==> src/rtl/cpu_pkg.sv <==
// Shared definitions for the P4 completion controller.
//   comp_state_t : completion FSM states
//   op_cls_t     : writeback class of a P4 opcode
//   OP_*         : 6-bit opcode encodings seen by stage 4
//   op_class()   : opcode -> op_cls_t decode
package cpu_pkg;

  typedef enum logic [1:0] {
    IDLE,
    WAIT,
    HELD,
    FAULT
  } comp_state_t;

  typedef enum logic [2:0] {
    CLS_ALU,
    CLS_MUL,
    CLS_LOAD,
    CLS_STORE,
    CLS_DIV,
    CLS_NONE
  } op_cls_t;

  // ALU/link ops occupy the contiguous range OP_AND..OP_JMPR.
  localparam logic [5:0] OP_AND  = 6'h00;
  localparam logic [5:0] OP_ADD  = 6'h03;
  localparam logic [5:0] OP_JMPR = 6'h0F;
  localparam logic [5:0] OP_LD   = 6'h10;
  localparam logic [5:0] OP_MUL  = 6'h11;
  localparam logic [5:0] OP_LDB  = 6'h18;
  localparam logic [5:0] OP_LDH  = 6'h19;
  localparam logic [5:0] OP_LDW  = 6'h1A;
  localparam logic [5:0] OP_LDBU = 6'h1B;
  localparam logic [5:0] OP_LDHU = 6'h1C;
  localparam logic [5:0] OP_STB  = 6'h20;
  localparam logic [5:0] OP_STH  = 6'h21;
  localparam logic [5:0] OP_STW  = 6'h22;
  localparam logic [5:0] OP_DIVU = 6'h28;
  localparam logic [5:0] OP_DIVS = 6'h29;
  localparam logic [5:0] OP_MODU = 6'h2A;
  localparam logic [5:0] OP_MODS = 6'h2B;
  localparam logic [5:0] OP_CFGR = 6'h30;
  localparam logic [5:0] OP_CFGW = 6'h31;
  localparam logic [5:0] OP_RTE  = 6'h32;
  localparam logic [5:0] OP_SYS  = 6'h33;

  function automatic op_cls_t op_class(input logic [5:0] op);
    op_cls_t cls;
    cls = CLS_NONE;
    case (op) inside
      [OP_AND:OP_JMPR], OP_LD:                 cls = CLS_ALU;
      OP_MUL:                                  cls = CLS_MUL;
      OP_LDB, OP_LDH, OP_LDW, OP_LDBU, OP_LDHU: cls = CLS_LOAD;
      OP_STB, OP_STH, OP_STW:                  cls = CLS_STORE;
      OP_DIVU, OP_DIVS, OP_MODU, OP_MODS:      cls = CLS_DIV;
      OP_CFGR, OP_CFGW, OP_RTE, OP_SYS:        cls = CLS_NONE;
      default:                                 cls = CLS_NONE;
    endcase
    return cls;
  endfunction

endpackage

==> src/rtl/cpu_load_align.sv <==
// Load data alignment and extension (purely combinational).
//   mem_rdata : raw 32-bit load response
//   addr_lo   : byte offset of the load
//   op        : load opcode (selects size and signedness)
//   data      : aligned, extended value, DATA_W bits
module cpu_load_align
  import cpu_pkg::*;
#(
  parameter int unsigned DATA_W = 32
) (
  input  logic [31:0]       mem_rdata,
  input  logic [1:0]        addr_lo,
  input  logic [5:0]        op,
  output logic [DATA_W-1:0] data
);

  logic [7:0]  byte_v;
  logic [15:0] half_v;

  always_comb begin
    byte_v = mem_rdata[7:0];
    case (addr_lo)
      2'd0: byte_v = mem_rdata[7:0];
      2'd1: byte_v = mem_rdata[15:8];
      2'd2: byte_v = mem_rdata[23:16];
      2'd3: byte_v = mem_rdata[31:24];
      default: byte_v = mem_rdata[7:0];
    endcase
    // Only offset 2 selects the upper half; an odd offset falls back to lane 0.
    half_v = (addr_lo == 2'b10) ? mem_rdata[31:16] : mem_rdata[15:0];
  end

  // Fill the whole word with the extension bit, then overlay the payload.
  always_comb begin
    data = {DATA_W{mem_rdata[31]}};
    data[31:0] = mem_rdata;
    case (op)
      OP_LDB: begin
        data = {DATA_W{byte_v[7]}};
        data[7:0] = byte_v;
      end
      OP_LDBU: begin
        data = '0;
        data[7:0] = byte_v;
      end
      OP_LDH: begin
        data = {DATA_W{half_v[15]}};
        data[15:0] = half_v;
      end
      OP_LDHU: begin
        data = '0;
        data[15:0] = half_v;
      end
      default: begin
        data = {DATA_W{mem_rdata[31]}};
        data[31:0] = mem_rdata;
      end
    endcase
  end

endmodule

==> src/rtl/cpu_completion_ctrl.sv <==
// Stage-4 completion controller: picks the writeback value per op class,
// waits on memory/divider responses, captures pulse responses while the
// downstream holds P4, raises a one-cycle fault on a lost response, and
// counts stall cycles.
//   clock, reset (async, active-low)
//   p4_*            : op and results from execute/memory
//   mem_rdata/rvalid/wack : memory responses (rvalid/wack are 1-cycle pulses)
//   p4_data_out, p4_wr_en : regfile write port
//   stall           : hold upstream, op not complete
//   p4_fault        : 1-cycle timeout pulse
//   stall_cycles    : saturating count of stall=1 cycles
module cpu_completion_ctrl
  import cpu_pkg::*;
#(
  parameter int unsigned DATA_W  = 32,
  parameter int unsigned TIMEOUT = 255,
  parameter int unsigned CNT_W   = 32
) (
  input  logic              clock,
  input  logic              reset,
  input  logic              p4_valid,
  input  logic [5:0]        p4_op,
  input  logic              p4_hold,
  input  logic [1:0]        p4_addr_lo,
  input  logic [DATA_W-1:0] p4_alu_out,
  input  logic [DATA_W-1:0] p4_mult,
  input  logic [DATA_W-1:0] p4_quotient,
  input  logic [DATA_W-1:0] p4_remainder,
  input  logic              p4_divider_done,
  input  logic [31:0]       mem_rdata,
  input  logic              mem_rvalid,
  input  logic              mem_wack,
  output logic [DATA_W-1:0] p4_data_out,
  output logic              p4_wr_en,
  output logic              stall,
  output logic              p4_fault,
  output logic [CNT_W-1:0]  stall_cycles
);

  // Wait counter only needs to reach TIMEOUT-2 (see timeout_hit).
  localparam int unsigned TO_W = (TIMEOUT > 2) ? $clog2(TIMEOUT) : 1;

  comp_state_t       state_reg, state_next;
  logic [TO_W-1:0]   to_cnt_reg, to_cnt_next;
  logic [DATA_W-1:0] hold_data_reg;
  logic              hold_wr_reg;
  logic              capture;

  op_cls_t           cls;
  logic              long_op, resp, writes, timeout_hit;
  logic [DATA_W-1:0] load_val, result;
  logic [DATA_W-1:0] data_c;
  logic              wr_c, stall_c, fault_c;

  cpu_load_align #(.DATA_W(DATA_W)) u_align (
    .mem_rdata (mem_rdata),
    .addr_lo   (p4_addr_lo),
    .op        (p4_op),
    .data      (load_val)
  );

  assign cls     = p4_valid ? op_class(p4_op) : CLS_NONE;
  assign long_op = (cls == CLS_LOAD) || (cls == CLS_STORE) || (cls == CLS_DIV);
  assign writes  = (cls == CLS_ALU) || (cls == CLS_MUL) || (cls == CLS_LOAD) || (cls == CLS_DIV);
  assign resp    = ((cls == CLS_LOAD)  && mem_rvalid) ||
                   ((cls == CLS_STORE) && mem_wack)   ||
                   ((cls == CLS_DIV)   && p4_divider_done);

  // The first stall cycle is spent in IDLE, so the k-th WAIT cycle (counter
  // k-1) is stall cycle k+1; fault after exactly TIMEOUT stall cycles.
  assign timeout_hit = (TIMEOUT != 0) && ((32'(to_cnt_reg) + 32'd2) >= 32'(TIMEOUT));

  always_comb begin
    result = '0;
    case (cls)
      CLS_ALU:  result = p4_alu_out;
      CLS_MUL:  result = p4_mult;
      CLS_LOAD: result = load_val;
      CLS_DIV:  result = ((p4_op == OP_MODU) || (p4_op == OP_MODS)) ? p4_remainder : p4_quotient;
      default:  result = '0;
    endcase
  end

  always_comb begin
    state_next  = state_reg;
    to_cnt_next = to_cnt_reg;
    data_c      = result;
    wr_c        = 1'b0;
    stall_c     = 1'b0;
    fault_c     = 1'b0;
    capture     = 1'b0;
    case (state_reg)
      IDLE: begin
        if (long_op) begin
          if (resp) begin
            if (p4_hold) begin
              capture    = 1'b1;
              state_next = HELD;
            end else begin
              wr_c = writes;
            end
          end else begin
            stall_c     = 1'b1;
            to_cnt_next = '0;
            state_next  = (TIMEOUT == 1) ? FAULT : WAIT;
          end
        end else begin
          wr_c = writes && !p4_hold;
        end
      end
      WAIT: begin
        if (!long_op) begin
          // Op vanished from P4; nothing left to wait for.
          state_next = IDLE;
        end else if (resp) begin
          if (p4_hold) begin
            capture    = 1'b1;
            state_next = HELD;
          end else begin
            wr_c       = writes;
            state_next = IDLE;
          end
        end else begin
          stall_c = 1'b1;
          if (timeout_hit) begin
            state_next = FAULT;
          end else begin
            to_cnt_next = to_cnt_reg + TO_W'(1);
          end
        end
      end
      HELD: begin
        data_c = hold_data_reg;
        wr_c   = hold_wr_reg && !p4_hold;
        if (!p4_hold) begin
          state_next = IDLE;
        end
      end
      FAULT: begin
        data_c     = '0;
        fault_c    = 1'b1;
        state_next = IDLE;
      end
      default: state_next = IDLE;
    endcase
  end

  // While reset is asserted the outputs read zero regardless of inputs.
  assign p4_data_out = reset ? data_c  : '0;
  assign p4_wr_en    = reset && wr_c;
  assign stall       = reset && stall_c;
  assign p4_fault    = reset && fault_c;

  always_ff @(posedge clock or negedge reset) begin
    if (!reset) begin
      state_reg     <= IDLE;
      to_cnt_reg    <= '0;
      hold_data_reg <= '0;
      hold_wr_reg   <= 1'b0;
      stall_cycles  <= '0;
    end else begin
      state_reg  <= state_next;
      to_cnt_reg <= to_cnt_next;
      if (capture) begin
        hold_data_reg <= result;
        hold_wr_reg   <= writes;
      end
      if (stall_c && (stall_cycles != '1)) begin
        stall_cycles <= stall_cycles + CNT_W'(1);
      end
    end
  end

endmodule

==> config.mk <==
export PLATFORM = sky130hd
export DESIGN_NAME = cpu_completion_ctrl
export DESIGN_NICKNAME = d
export VERILOG_FILES = /design/src/rtl/cpu_pkg.sv /design/src/rtl/cpu_load_align.sv /design/src/rtl/cpu_completion_ctrl.sv
export SDC_FILE = /design/constraint.sdc
export NUM_CORES = 1
export LEC_CHECK = 0
export BUFFER_PORTS_ARGS = -buffer_cell sky130_fd_sc_hd__buf_4
export CORE_UTILIZATION = 35
export DETAILED_ROUTE_END_ITERATION = 8
export GPL_TIMING_DRIVEN = 1
export PLACE_DENSITY = 0.66
export SLEW_MARGIN = 5
export SYNTH_ARGS = -nofsm -noshare
export SYNTH_HDL_FRONTEND = slang
export SYNTH_HIERARCHICAL = 1
export SYNTH_SLANG_ARGS = --single-unit
==> constraint.sdc <==
create_clock -name clock -period 5.91 [get_ports clock]
set_input_delay 0.591 -clock clock [delete_from_list [all_inputs] [get_ports clock]]
set_output_delay 0.591 -clock clock [all_outputs]
set_load 0.05 [all_outputs]
==> summary.txt, run 1 <==
Place
  – DP Worst Slack: slightly above 2000 ps
  – Port bufs: between 200 and 250
  – Routability cong.: 0.963
  – Placed insts: roughly 1100
  – Post-DP HPWL: 16.0 mm

Power and ir drop
  – Total power: 1.74 mW
  – Sw power: 0.607 mW
  – VDD IR-drop max: roughly 0.14 mV
  – Clock power share: between 30% and 40%
  – Sequential share of power: about two fifths
  – Cell Int Power: 1.13 mW
  – Static Leak: ~3.8 nW
  – Power Density: around 220 mW/mm^2
  – Combinational Power Share: 30.5%
  – Net Sw Frac: roughly a third

Worst setup path
  – CP max stage delay: 650 ps
  – Slowest CP cell: nor4_1
  – FF-to-FF setup slack: between 3000 and 4000 ps
  – Buffers and inverters on the worst path: 3
  – Delay-heaviest family, CP: simple AND/OR/NAND/NOR gates
  – Max FO, Critical Path: 17
  – Crit-path cells: buf_4 > nor4_1 > nor2_1 > nand4_1 > buf_4 > o22ai_1 > a21oi_1 > o21ai_0 > buf_4
  – Worst r2r src: state_reg[1]$_DFFE_PN0P_
  – Crit-path most repeated cell: buf_4
  – R2r worst-path depth: 6
  – CP arrival: 3250 ps
  – Terminus of the critical flop-to-flop path: hold_data_reg[0]$_DFFE_PN0P_
  – Required @ worst endpoint: between 5000 and 6000 ps
  – CP Launch Type: primary input
  – Worst setup path class: in -> out
  – Worst Setup End Kind: output port

Drt
  – Top Metal Used: met4
  – Routed vias: 6245
  – Drt via density: 5.59
  – Iteration-0 DRC count of the detailed router: 540
  – Met2 routed WL: 9.76 mm
  – Metal3 WL: between 1.5 and 2 mm
  – DRT Pass-1 Iters: 6
  – Metal-1 WL: between 8 and 9 mm
  – Antenna-violating nets left: 0
  – Detailed Route WL: between 20 and 25 mm
  – Remaining DRCs: 0
  – Wire length per cell: about 19 um

Final layout
  – # diodes: 0
  – Layout area overhead: 38.3%
  – Layout cell share with drive strength beyond 1: roughly a third
  – FF/Latch Area: 0.00188 mm^2
  – Nets: about 1100
  – Area used by multi-input combinational logic: about 0.0036 mm^2
  – Finished Layout Cells: roughly 1100
  – Most common library cell in the layout ignoring fill and taps: buf_4
  – Post-layout util: between 40% and 50%
  – Fill count: between 1500 and 2000
  – Most frequent cells in the layout: 250 x buf_4, 79 x a21oi_1, 75 x dfrtp_1

Global routing
  – Gr usage total: between 20% and 30%
  – Largest net degree at the start of global routing: 72
  – GRT overflow: 0
  – Initial antenna violation count: 0
  – First-pass GRT wire length: about 32 mm
  – Vias in the first global route: 5864

Floorplan
  – Initial Util: a little over a third
  – Die area: ~0.017 mm^2
  – CORE AREA: approximately 0.016 mm^2
  – Die Span Y: 131 um
  – Chip Width: ~130 um
  – Rows: between 40 and 50
  – I/O pin count: about 240

Clock tree
  – Clock latency on the worst-skew pair: between 300 and 400 ps
  – Setup bufs post-CTS: 0
  – CTS tree: yes
  – TritonCTS Sinks: 75
  – CTS Root Cell: clkbuf_16
  – Hold_buf cts: 0
  – Clock buffer depth: 2
  – Clk slew on worst S/H paths: 60 ps
  – Post-CTS Resized: 0
  – Num CTS Buffers: 9
  – H-tree depth: 3

Timing
  – Max Clock Freq: around 260 MHz
  – Slew HR: 26.0%
  – Slew Viols, Final: 0
  – Final setup viols: 0
  – Fin crit period: approximately 3800 ps
  – Final Hold Vio Count: 0
  – Period utilisation layout: roughly two thirds
  – Sum Neg Setup Slack: 0 ps
  – Skew final: ~11 ps
  – Tightest Pin Transition: roughly 1100 ps
  – RSZ-0062 raised after global routing: no
  – Setup slack after layout: slightly above 2000 ps

Synth
  – Number of flops mapped to enable cells by yosys: 0
  – Async S/R FF share, synth: 100%
  – Seq/Total Area, Yosys: around 32%
  – Post-synthesis cell count: a little under 700
  – Mapped cell area: between 0.005 and 0.006 mm^2
  – Dominant synthesized flop cell: dfrtp_1
  – Net Count, Synth: roughly 860
  – Post-synth top area share: about a third
  – Synth top area cells: dfrtp_1 32%, a21oi_1 6.8%, mux2i_1 5.7%
  – Yosys cell types: between 60 and 70
  – Register bit total from synthesis: 75
  – Synth Warn #: 6
  – Yosys top cell by area: dfrtp_1
  – Post-Syn Area per Cell: roughly 8.5 um^2

Run status
  – Run status: complete, no violations

Min path
  – Min-Delay Path Class: in -> async

Run
  – # Max-Cap Violations: 0
-- cell usage after synthesis (all sizes together), types with 2 or more instances --
library cell and n:
or3 2, nor2 46, xor2 10, mux2i 33
and4 7, o41ai 2, or4 4, nand3 27
nand4 26, nand4b 4, ha 5, o31ai 4
nor4 8, or4b 2, o21ai 45, a22oi 41
nand2 61, a211oi 2, xnor2 24, nor3 5
a22o 2, and3 9, mux4 8, a31oi 3
a21oi 79, clkbuf 18, and2 8, o211ai 2
inv 16, o22ai 33, buf 31, o311ai 2
dfrtp 75, nand3b 3, nand2b 4, a21o 19
-- worst reg2reg max path, cell delays in order (launching register included) --
cell and delay (ps):
dfrtp_1 440, nor3_1 410, o311ai_0 300, a31oi_4 560, buf_4 490, nor2_1 100
a21oi_1 150
-- power groups by stage --
stage	registers [mW]	clock network (mW)	logic, mW
after floorplan	0.723	0	0.267
after global placement	0.676	0	0.523
after detailed placement	0.678	0	0.529
after CTS	0.669	0.553	0.530
after global routing	0.682	0.573	0.578
final	0.670	0.536	0.529
-- worst max path at each step --
stage / startpoint / endpoint / slack [ps] / cells after the start
6_report: p4_op[2] / p4_data_out[6] / 2070 / 9
5_1_grt: p4_op[2] / p4_data_out[6] / 1710 / 9
2_1_floorplan: p4_op[5] / p4_data_out[30] / 2210 / 9
4_1_cts: p4_op[2] / p4_data_out[18] / 2040 / 8
3_5_place_dp: p4_op[2] / p4_data_out[18] / 2030 / 8
3_3_place_gp: p4_op[2] / p4_data_out[18] / 2060 / 8
-- layer usage --
metal	vias up	track usage [%]
li1	3014	-
met5	-	0
met3	36	5.46
met2	257	39.5
met4	0	7.91
met1	2938	31.8
-- layout make-up --
class                           count  area share [%]
Multi-Input combinational cell    544            45.2
Sequential cell                    75            23.5
Tap cell                          216            3.38
Clock inverter                      7           0.845
Clock buffer                        9            2.82
Timing Repair Buffer              250            23.5
Inverter                           16           0.751
-- per-stage QoR --
stage | hold slack (ps) | cell area, um^2
6_report | 62.6 | 7990
5_1_grt | 59.1 | 7990
4_1_cts | 53.8 | 7990
3_5_place_dp | 417 | 7700
3_3_place_gp | 416 | 7700
2_1_floorplan | 295 | 5780
-- cells by family (layout without fill, tap and decap cells) --
logic type / count (synthesis) / after routing / synth area share [%]
buf+inv: 65 / 282 / 5.41
xor+xnor: 34 / 34 / 5.15
simple gates: 221 / 221 / 20.3
fa+ha+maj: 5 / 5 / 1.08
flops: 75 / 75 / 32.5
mux: 42 / 42 / 9.35
compound gates: 242 / 242 / 26.2
(Power assumes the default switching activity.)
==> inputs of run 2 (changes only) <==
==> constraint.sdc (replaced) <==
create_clock -name clock -period 3.8 [get_ports clock]
set_input_delay 0.38 -clock clock [delete_from_list [all_inputs] [get_ports clock]]
set_output_delay 0.38 -clock clock [all_outputs]
set_load 0.05 [all_outputs]
==> summary.txt, run 2 (same netlist as run 1, synthesis figures left out) <==
Final layout
  – Nets: 1085 (+0.84%)
  – Layout area overhead: 39.7%
  – Most common library cell in the layout ignoring fill and taps: buf_4
  – Layout cell share with drive strength beyond 1: 32.5% (+0.56 points)
  – # diodes: 0 (unchanged)
  – Post-layout util: 50.5% (+0.53 points)
  – Most frequent cells in the layout: 256 x buf_4, 79 x a21oi_1, 75 x dfrtp_1

Worst setup path
  – CP arrival: 2840 ps (-410 ps)
  – CP Launch Type: primary input
  – Required @ worst endpoint: 3420 ps (-1900 ps)
  – Worst setup path class: in -> out
  – Worst Setup End Kind: output port
  – Max FO, Critical Path: 12 (-5)

Drt
  – DRT Pass-1 Iters: 5 (-1)
  – Iteration-0 DRC count of the detailed router: 498 (-7.8%)
  – Remaining DRCs: 0 (unchanged)
  – Wire length per cell: 18.4 um (-0.45%)
  – Detailed Route WL: 20.8 mm (+0.35%)
  – Antenna-violating nets left: 0 (unchanged)
  – Routed vias: 6251 (+0.096%)
  – Drt via density: 5.55 (-0.70%)

Timing
  – Setup slack after layout: 581 ps (-1490 ps)
  – RSZ-0062 raised after global routing: no
  – Sum Neg Setup Slack: 0 ps (unchanged)
  – Fin Hold WS: 324 ps (+262 ps)
  – Slew Viols, Final: 0 (unchanged)
  – Slew HR: 23.2% (-2.8 points)
  – Skew final: 9.32 ps (-2.05 ps)
  – Final setup viols: 0 (unchanged)
  – Tightest Pin Transition: 1150 ps (+43.4 ps)
  – Fin crit period: between 3000 and 4000 ps
  – Max Clock Freq: 311 MHz
  – Final Hold Vio Count: 0 (unchanged)
  – Period utilisation layout: 84.7%

Global routing
  – Initial antenna violation count: 0 (unchanged)
  – Vias in the first global route: 5898 (+0.58%)
  – Gr usage total: 24.2% (about the same)
  – First-pass GRT wire length: 31.5 mm (-0.33%)
  – Largest net degree at the start of global routing: 47 (-35%)
  – GRT overflow: 0 (unchanged)

Floorplan
  – Initial Util: 36.1% (unchanged)
  – I/O pin count: 242 (unchanged)
  – CORE AREA: 0.0160 mm^2 (unchanged)
  – Chip Width: 131 um (unchanged)
  – Die area: 0.0170 mm^2 (unchanged)
  – Die Span Y: 131 um (unchanged)
  – Rows: 46 (unchanged)

Clock tree
  – Post-CTS Resized: 0 (unchanged)
  – TritonCTS Sinks: 75 (unchanged)
  – H-tree depth: 3 (unchanged)
  – Num CTS Buffers: 9 (unchanged)
  – CTS tree: yes
  – Clock latency on the worst-skew pair: 340 ps (about the same)
  – Clk slew on worst S/H paths: 60 ps (about the same)
  – Clock buffer depth: 2 (unchanged)
  – CTS Root Cell: clkbuf_16

Power and ir drop
  – Clock power share: 30.2% (-0.7 points)
  – Static Leak: 3.83 nW (+1.2%)
  – Sequential share of power: 38.9% (+0.3 points)
  – Power Density: 332 mW/mm^2 (+53%)
  – Cell Int Power: 1.75 mW (+55%)
  – Total power: 2.68 mW (+55%)
  – Combinational Power Share: 30.8% (+0.3 points)
  – Sw power: 0.933 mW (+54%)
  – Net Sw Frac: 34.8% (-0.23 points)
  – VDD IR-drop max: 0.219 mV (+56%)

Place
  – DP Worst Slack: 653 ps (-1380 ps)
  – Post-DP HPWL: 16.0 mm (+0.17%)
  – Port bufs: 241 (unchanged)
  – Routability cong.: 0.929 (-3.6%)

Run
  – # Max-Cap Violations: 0 (unchanged)

Run status
  – Run status: complete, no violations

Min path
  – Min-Delay Path Class: in -> reg
## run 2: through the flow
stage	instance area, um^2	cells
3_5_place_dp	7790	1109
5_1_grt	8080	1126
4_1_cts	8080	1126
6_report	8080	1126
3_3_place_gp	7790	1109
2_1_floorplan	5780	684
## run 2: what timing repair did
item	4_1_cts	5_1_grt
setup buffers	0	0
hold buffers	1	0
hold endpoints to repair	1	0
## run 2: layout make-up
class	instances	area [um^2]
Clock inverter	7	57.6
Sequential cell	75	1880
Tap cell	216	270
Clock buffer	9	225
Fill cell	1559	7920
Timing Repair Buffer	259	1970
Inverter	16	60.1
Multi-Input combinational cell	544	3620
## run 2: path summary, 6_finish.rpt
check                                        startpoint                       endpoint  slack (ps)  cells past startpoint
min                                             p4_hold       state_reg[1]$_DFFE_PN0P_         320                      3
max in group asynchronous                         reset      to_cnt_reg[7]$_DFFE_PN0P_        2180                      4
max reg2reg                    state_reg[1]$_DFFE_PN0P_   hold_data_reg[3]$_DFFE_PN0P_        1510                      6
min reg2reg                stall_cycles[27]$_DFFE_PN0P_   stall_cycles[27]$_DFFE_PN0P_         490                      1
min in group asynchronous                         reset  hold_data_reg[30]$_DFFE_PN0P_         400                      2
max                                            p4_op[5]                p4_data_out[28]         580                     11
## run 2: metal layers
metal | track usage, % | vias up | wire length [um] | share of wire, %
met5 | 0 | - | 0 | 0
met4 | 9.06 | 0 | 638 | 3.1
met3 | 5.17 | 40 | 1530 | 7.4
met2 | 39.2 | 253 | 9780 | 47
met1 | 31.8 | 2934 | 8800 | 42
li1 | - | 3024 | - | -
## run 2: critical path, stage by stage
cell	delay, ps
buf_4	150
nand3b_1	290
or3_1	430
a211oi_4	340
buf_4	250
a21o_1	100
a22oi_1	60
o22ai_1	180
a21oi_1	70
o21ai_0	320
buf_4	280
## run 2: power groups by stage
stage	Sequential (mW)	Clock (mW)	Combinational [mW]
global route	1.07	0.864	0.897
floorplan	1.12	0	0.416
finish	1.05	0.811	0.828
CTS	1.04	0.835	0.831
global placement	1.05	0	0.816
detailed placement	1.06	0	0.827
==> inputs of run 3 (changes only) <==
--- a/config.mk
+++ b/config.mk
@@ -5,11 +5,12 @@
 export SDC_FILE = /design/constraint.sdc
 export NUM_CORES = 1
 export LEC_CHECK = 0
+export ABC_AREA = 1
 export BUFFER_PORTS_ARGS = -buffer_cell sky130_fd_sc_hd__buf_4
 export CORE_UTILIZATION = 35
 export DETAILED_ROUTE_END_ITERATION = 8
 export GPL_TIMING_DRIVEN = 1
-export PLACE_DENSITY = 0.66
+export PLACE_DENSITY = 0.67
 export SLEW_MARGIN = 5
 export SYNTH_ARGS = -nofsm -noshare
 export SYNTH_HDL_FRONTEND = slang
==> constraint.sdc (replaced) <==
create_clock -name clock -period 2.75 [get_ports clock]
set_input_delay 0.275 -clock clock [delete_from_list [all_inputs] [get_ports clock]]
set_output_delay 0.275 -clock clock [all_outputs]
set_load 0.05 [all_outputs]
==> summary.txt, run 3 <==
Drt
  – Routed vias: 8175 (+31%)
  – Wire length per cell: 17.0 um (-8.0%)
  – Remaining DRCs: 0 (unchanged)
  – Detailed Route WL: 26.9 mm (+30%)
  – DRT Pass-1 Iters: 5 (unchanged)
  – Drt via density: 5.15 (-7.2%)
  – Antenna-violating nets left: 0 (unchanged)
  – Iteration-0 DRC count of the detailed router: 562 (+13%)

Timing
  – RSZ-0062 raised after global routing: no
  – Tightest Pin Transition: 998 ps (-154 ps)
  – Final setup viols: 0 (unchanged)
  – Max Clock Freq: around 400 MHz
  – Period utilisation layout: between 90% and 100%
  – Final Hold Vio Count: 0 (unchanged)
  – Sum Neg Setup Slack: 0 ps (unchanged)
  – Skew final: 6.25 ps (-3.07 ps)
  – Fin crit period: around 2500 ps
  – Slew HR: 33.5% (+10 points)
  – Slew Viols, Final: 0 (unchanged)

Synth
  – Seq/Total Area, Yosys: 27.4% (-5.0 points)
  – Number of flops mapped to enable cells by yosys: 0 (unchanged)
  – Net Count, Synth: 1275 (+48%)
  – Synth Warn #: 6 (unchanged)
  – Async S/R FF share, synth: 100% (unchanged)
  – Yosys cell types: 34 (-47%)
  – Synth top cells by count: 435 x nand2_1, 79 x nand3_1, 76 x inv_1
  – Post-synth top area share: 27.4% (-5.0 points)
  – Dominant synthesized flop cell: dfrtp_1
  – Register bit total from synthesis: 75 (unchanged)
  – Post-synthesis cell count: 1095 (+60%)
  – Synth top area cells: dfrtp_1 27%, nand2_1 24%, nand4_1 6.8%
  – Mapped cell area: 0.00684 mm^2 (+18%)
  – Count leader, synth: nand2_1
  – Post-Syn Area per Cell: 6.25 um^2 (-26%)
  – Yosys top cell by area: dfrtp_1

Worst setup path
  – Slowest CP cell: buf_4
  – Worst Setup End Kind: output port
  – CP Launch Type: primary input
  – Worst setup path class: in -> out
  – Required @ worst endpoint: 2480 ps (-940 ps)
  – Crit-path most repeated cell: nand2_1
  – Max FO, Critical Path: 14 (+2)
  – Crit path launch: p4_op[4]
  – FF-to-FF setup slack: 430 ps (-1080 ps)
  – CP arrival: 2240 ps (-600 ps)
  – CP max stage delay: 250 ps (-180 ps)
  – Worst r2r src: stall_cycles[0]$_DFFE_PN0P_
  – Crit-path cells: buf_4 > inv_1 > nor2_1 > nand2_1 > nor2_1 > nand3_4 > buf_12 > nand3_1 > nand2_1 > nand4_1 > nand2_1 > a21oi_1 > buf_4

Power and ir drop
  – VDD IR-drop max: 0.290 mV (+32%)
  – Total power: 3.97 mW (+48%)
  – Static Leak: 4.67 nW (+22%)
  – Power Density: 426 mW/mm^2 (+28%)

Global routing
  – M2 GR Usage: 42.9% (+3.7 points)
  – Largest net degree at the start of global routing: 76 (+62%)
  – Gr usage total: 27.2% (+3.0 points)
  – Vias in the first global route: 7576 (+28%)
  – Routing usage on met1: 38.0% (+6.3 points)
  – GR peak layer: met2
  – Initial antenna violation count: 0 (unchanged)
  – Global Route met3 Usage: 3.71% (-1.5 points)
  – GRT overflow: 0 (unchanged)
  – First-pass GRT wire length: 42.2 mm (+34%)

Final layout
  – Most frequent cells in the layout: 435 x nand2_1, 265 x buf_4, 79 x nand3_1
  – # diodes: 0 (unchanged)
  – Fill count: 1946 (+25%)
  – Layout cell share with drive strength beyond 1: 26.8% (-5.8 points)
  – Layout area overhead: 36.2%
  – Most common library cell in the layout ignoring fill and taps: nand2_1
  – Nets: 1502 (+38%)

Floorplan
  – I/O pin count: 242 (unchanged)
  – Die Span Y: 142 um (+8.6%)
  – CORE AREA: 0.0190 mm^2 (+18%)
  – Rows: 50 (+8.7%)
  – Initial Util: 36.1% (-0.050 points)
  – Chip Width: 142 um (+8.6%)
  – Die area: 0.0201 mm^2 (+18%)

Run status
  – Run status: complete, no violations

Clock tree
  – Clock buffer depth: 2 (unchanged)
  – TritonCTS Sinks: 75 (unchanged)
  – CTS tree: yes
  – CTS Root Cell: clkbuf_16
  – Setup bufs post-CTS: 0 (unchanged)
  – Clock latency on the worst-skew pair: 330 ps (about the same)
  – H-tree depth: 3 (unchanged)
  – Num CTS Buffers: 9 (unchanged)
  – Clk slew on worst S/H paths: 60 ps (about the same)

Place
  – Routability cong.: 0.959 (+3.2%)
  – Port bufs: 241 (unchanged)
  – Post-DP HPWL: 20.8 mm (+30%)

Run
  – # Max-Cap Violations: 0 (unchanged)

Min path
  – Min-Delay Path Class: in -> async
-- run 3: cell types whose count changed in the layout (fill, tap and decap cells not counted), moves of 31 or more --
| cell | delta |
|---|---|
| inv_1 | +61 |
| nand2_1 | +374 |
| nand3_1 | +53 |
| o22ai_1 | -32 |
| a21oi_1 | -46 |
| nand4_1 | +48 |
| a22oi_1 | -41 |
| mux2i_1 | -32 |
| mux2_2 | +31 |
-- run 3: stage by stage --
step	cells	setup WS [ps]	cell area (um^2)	utilization, %	hold WS, ps
3_5_place_dp	1571	181	9000	47.5	494
4_1_cts	1587	164	9300	49.1	234
5_1_grt	1587	54.9	9320	49.1	258
2_1_floorplan	1095	277	6840	-	-20.6
3_3_place_gp	1571	129	9000	47.5	488
6_report	1587	235	9320	49.1	205
-- run 3: area by class of cell --
cell class                      instances  area, um^2  area share [%]
Multi-Input combinational cell        878        4370            46.9
Timing Repair Buffer                  272        2130            22.9
Inverter                               86         325            3.49
Sequential cell                        75        1880            20.1
Tap cell                              260         325            3.49
Clock buffer                            9         225            2.42
Clock inverter                          7        68.8           0.739
-- run 3: report_power, final --
part	switching [mW]	internal, mW	total [mW]
registers	0.155	1.25	1.40
logic	0.878	0.507	1.39
clock network	0.478	0.699	1.18
total	1.51	2.46	3.97
-- run 3: worst max-delay path: cells and delay by family --
family                 cells  cell delay, ps
AND/OR/NAND/NOR            8            1190
AO/OA/AOI/OAI              1             140
buffers and inverters      4             620
-- run 3: cells by family (layout without fill, tap and decap cells) --
group / after synthesis / count (layout) / synth area share (%)
compound gates: 117 / 117 / 8.58
xor+xnor: 30 / 30 / 3.84
fa+ha+maj: 5 / 5 / 0.915
buf+inv: 142 / 374 / 9.11
flops: 75 / 75 / 27.4
mux: 33 / 33 / 5.41
simple gates: 693 / 693 / 44.7
-- run 3: path summary, 6_finish.rpt --
| kind | to | depth (start not counted) |
|---|---|---|
| max in group asynchronous | hold_data_reg[14]$_DFFE_PN0P_ | 2 |
| worst max register to register | stall_cycles[18]$_DFFE_PN0P_ | 13 |
| worst min-delay path | hold_data_reg[0]$_DFFE_PN0P_ | 2 |
| worst max-delay path | p4_data_out[27] | 13 |
| min in group clock | state_reg[1]$_DFFE_PN0P_ | 3 |
| worst min register to register | hold_data_reg[26]$_DFFE_PN0P_ | 2 |
-- run 3: timing repair --
| item | CTS | global route |
|---|---|---|
| endpoints found under the hold margin | 0 | 0 |
| gates resized for setup | 0 | 5 |
| setup endpoints to repair | 0 | 20 |
| hold buffers | 0 | 0 |
-- run 3: layer usage --
metal	share of wire [%]	routed length [um]
met3	7.0	1880
met4	3.2	849
met1	45	12000
met2	45	12200
met5	0	0
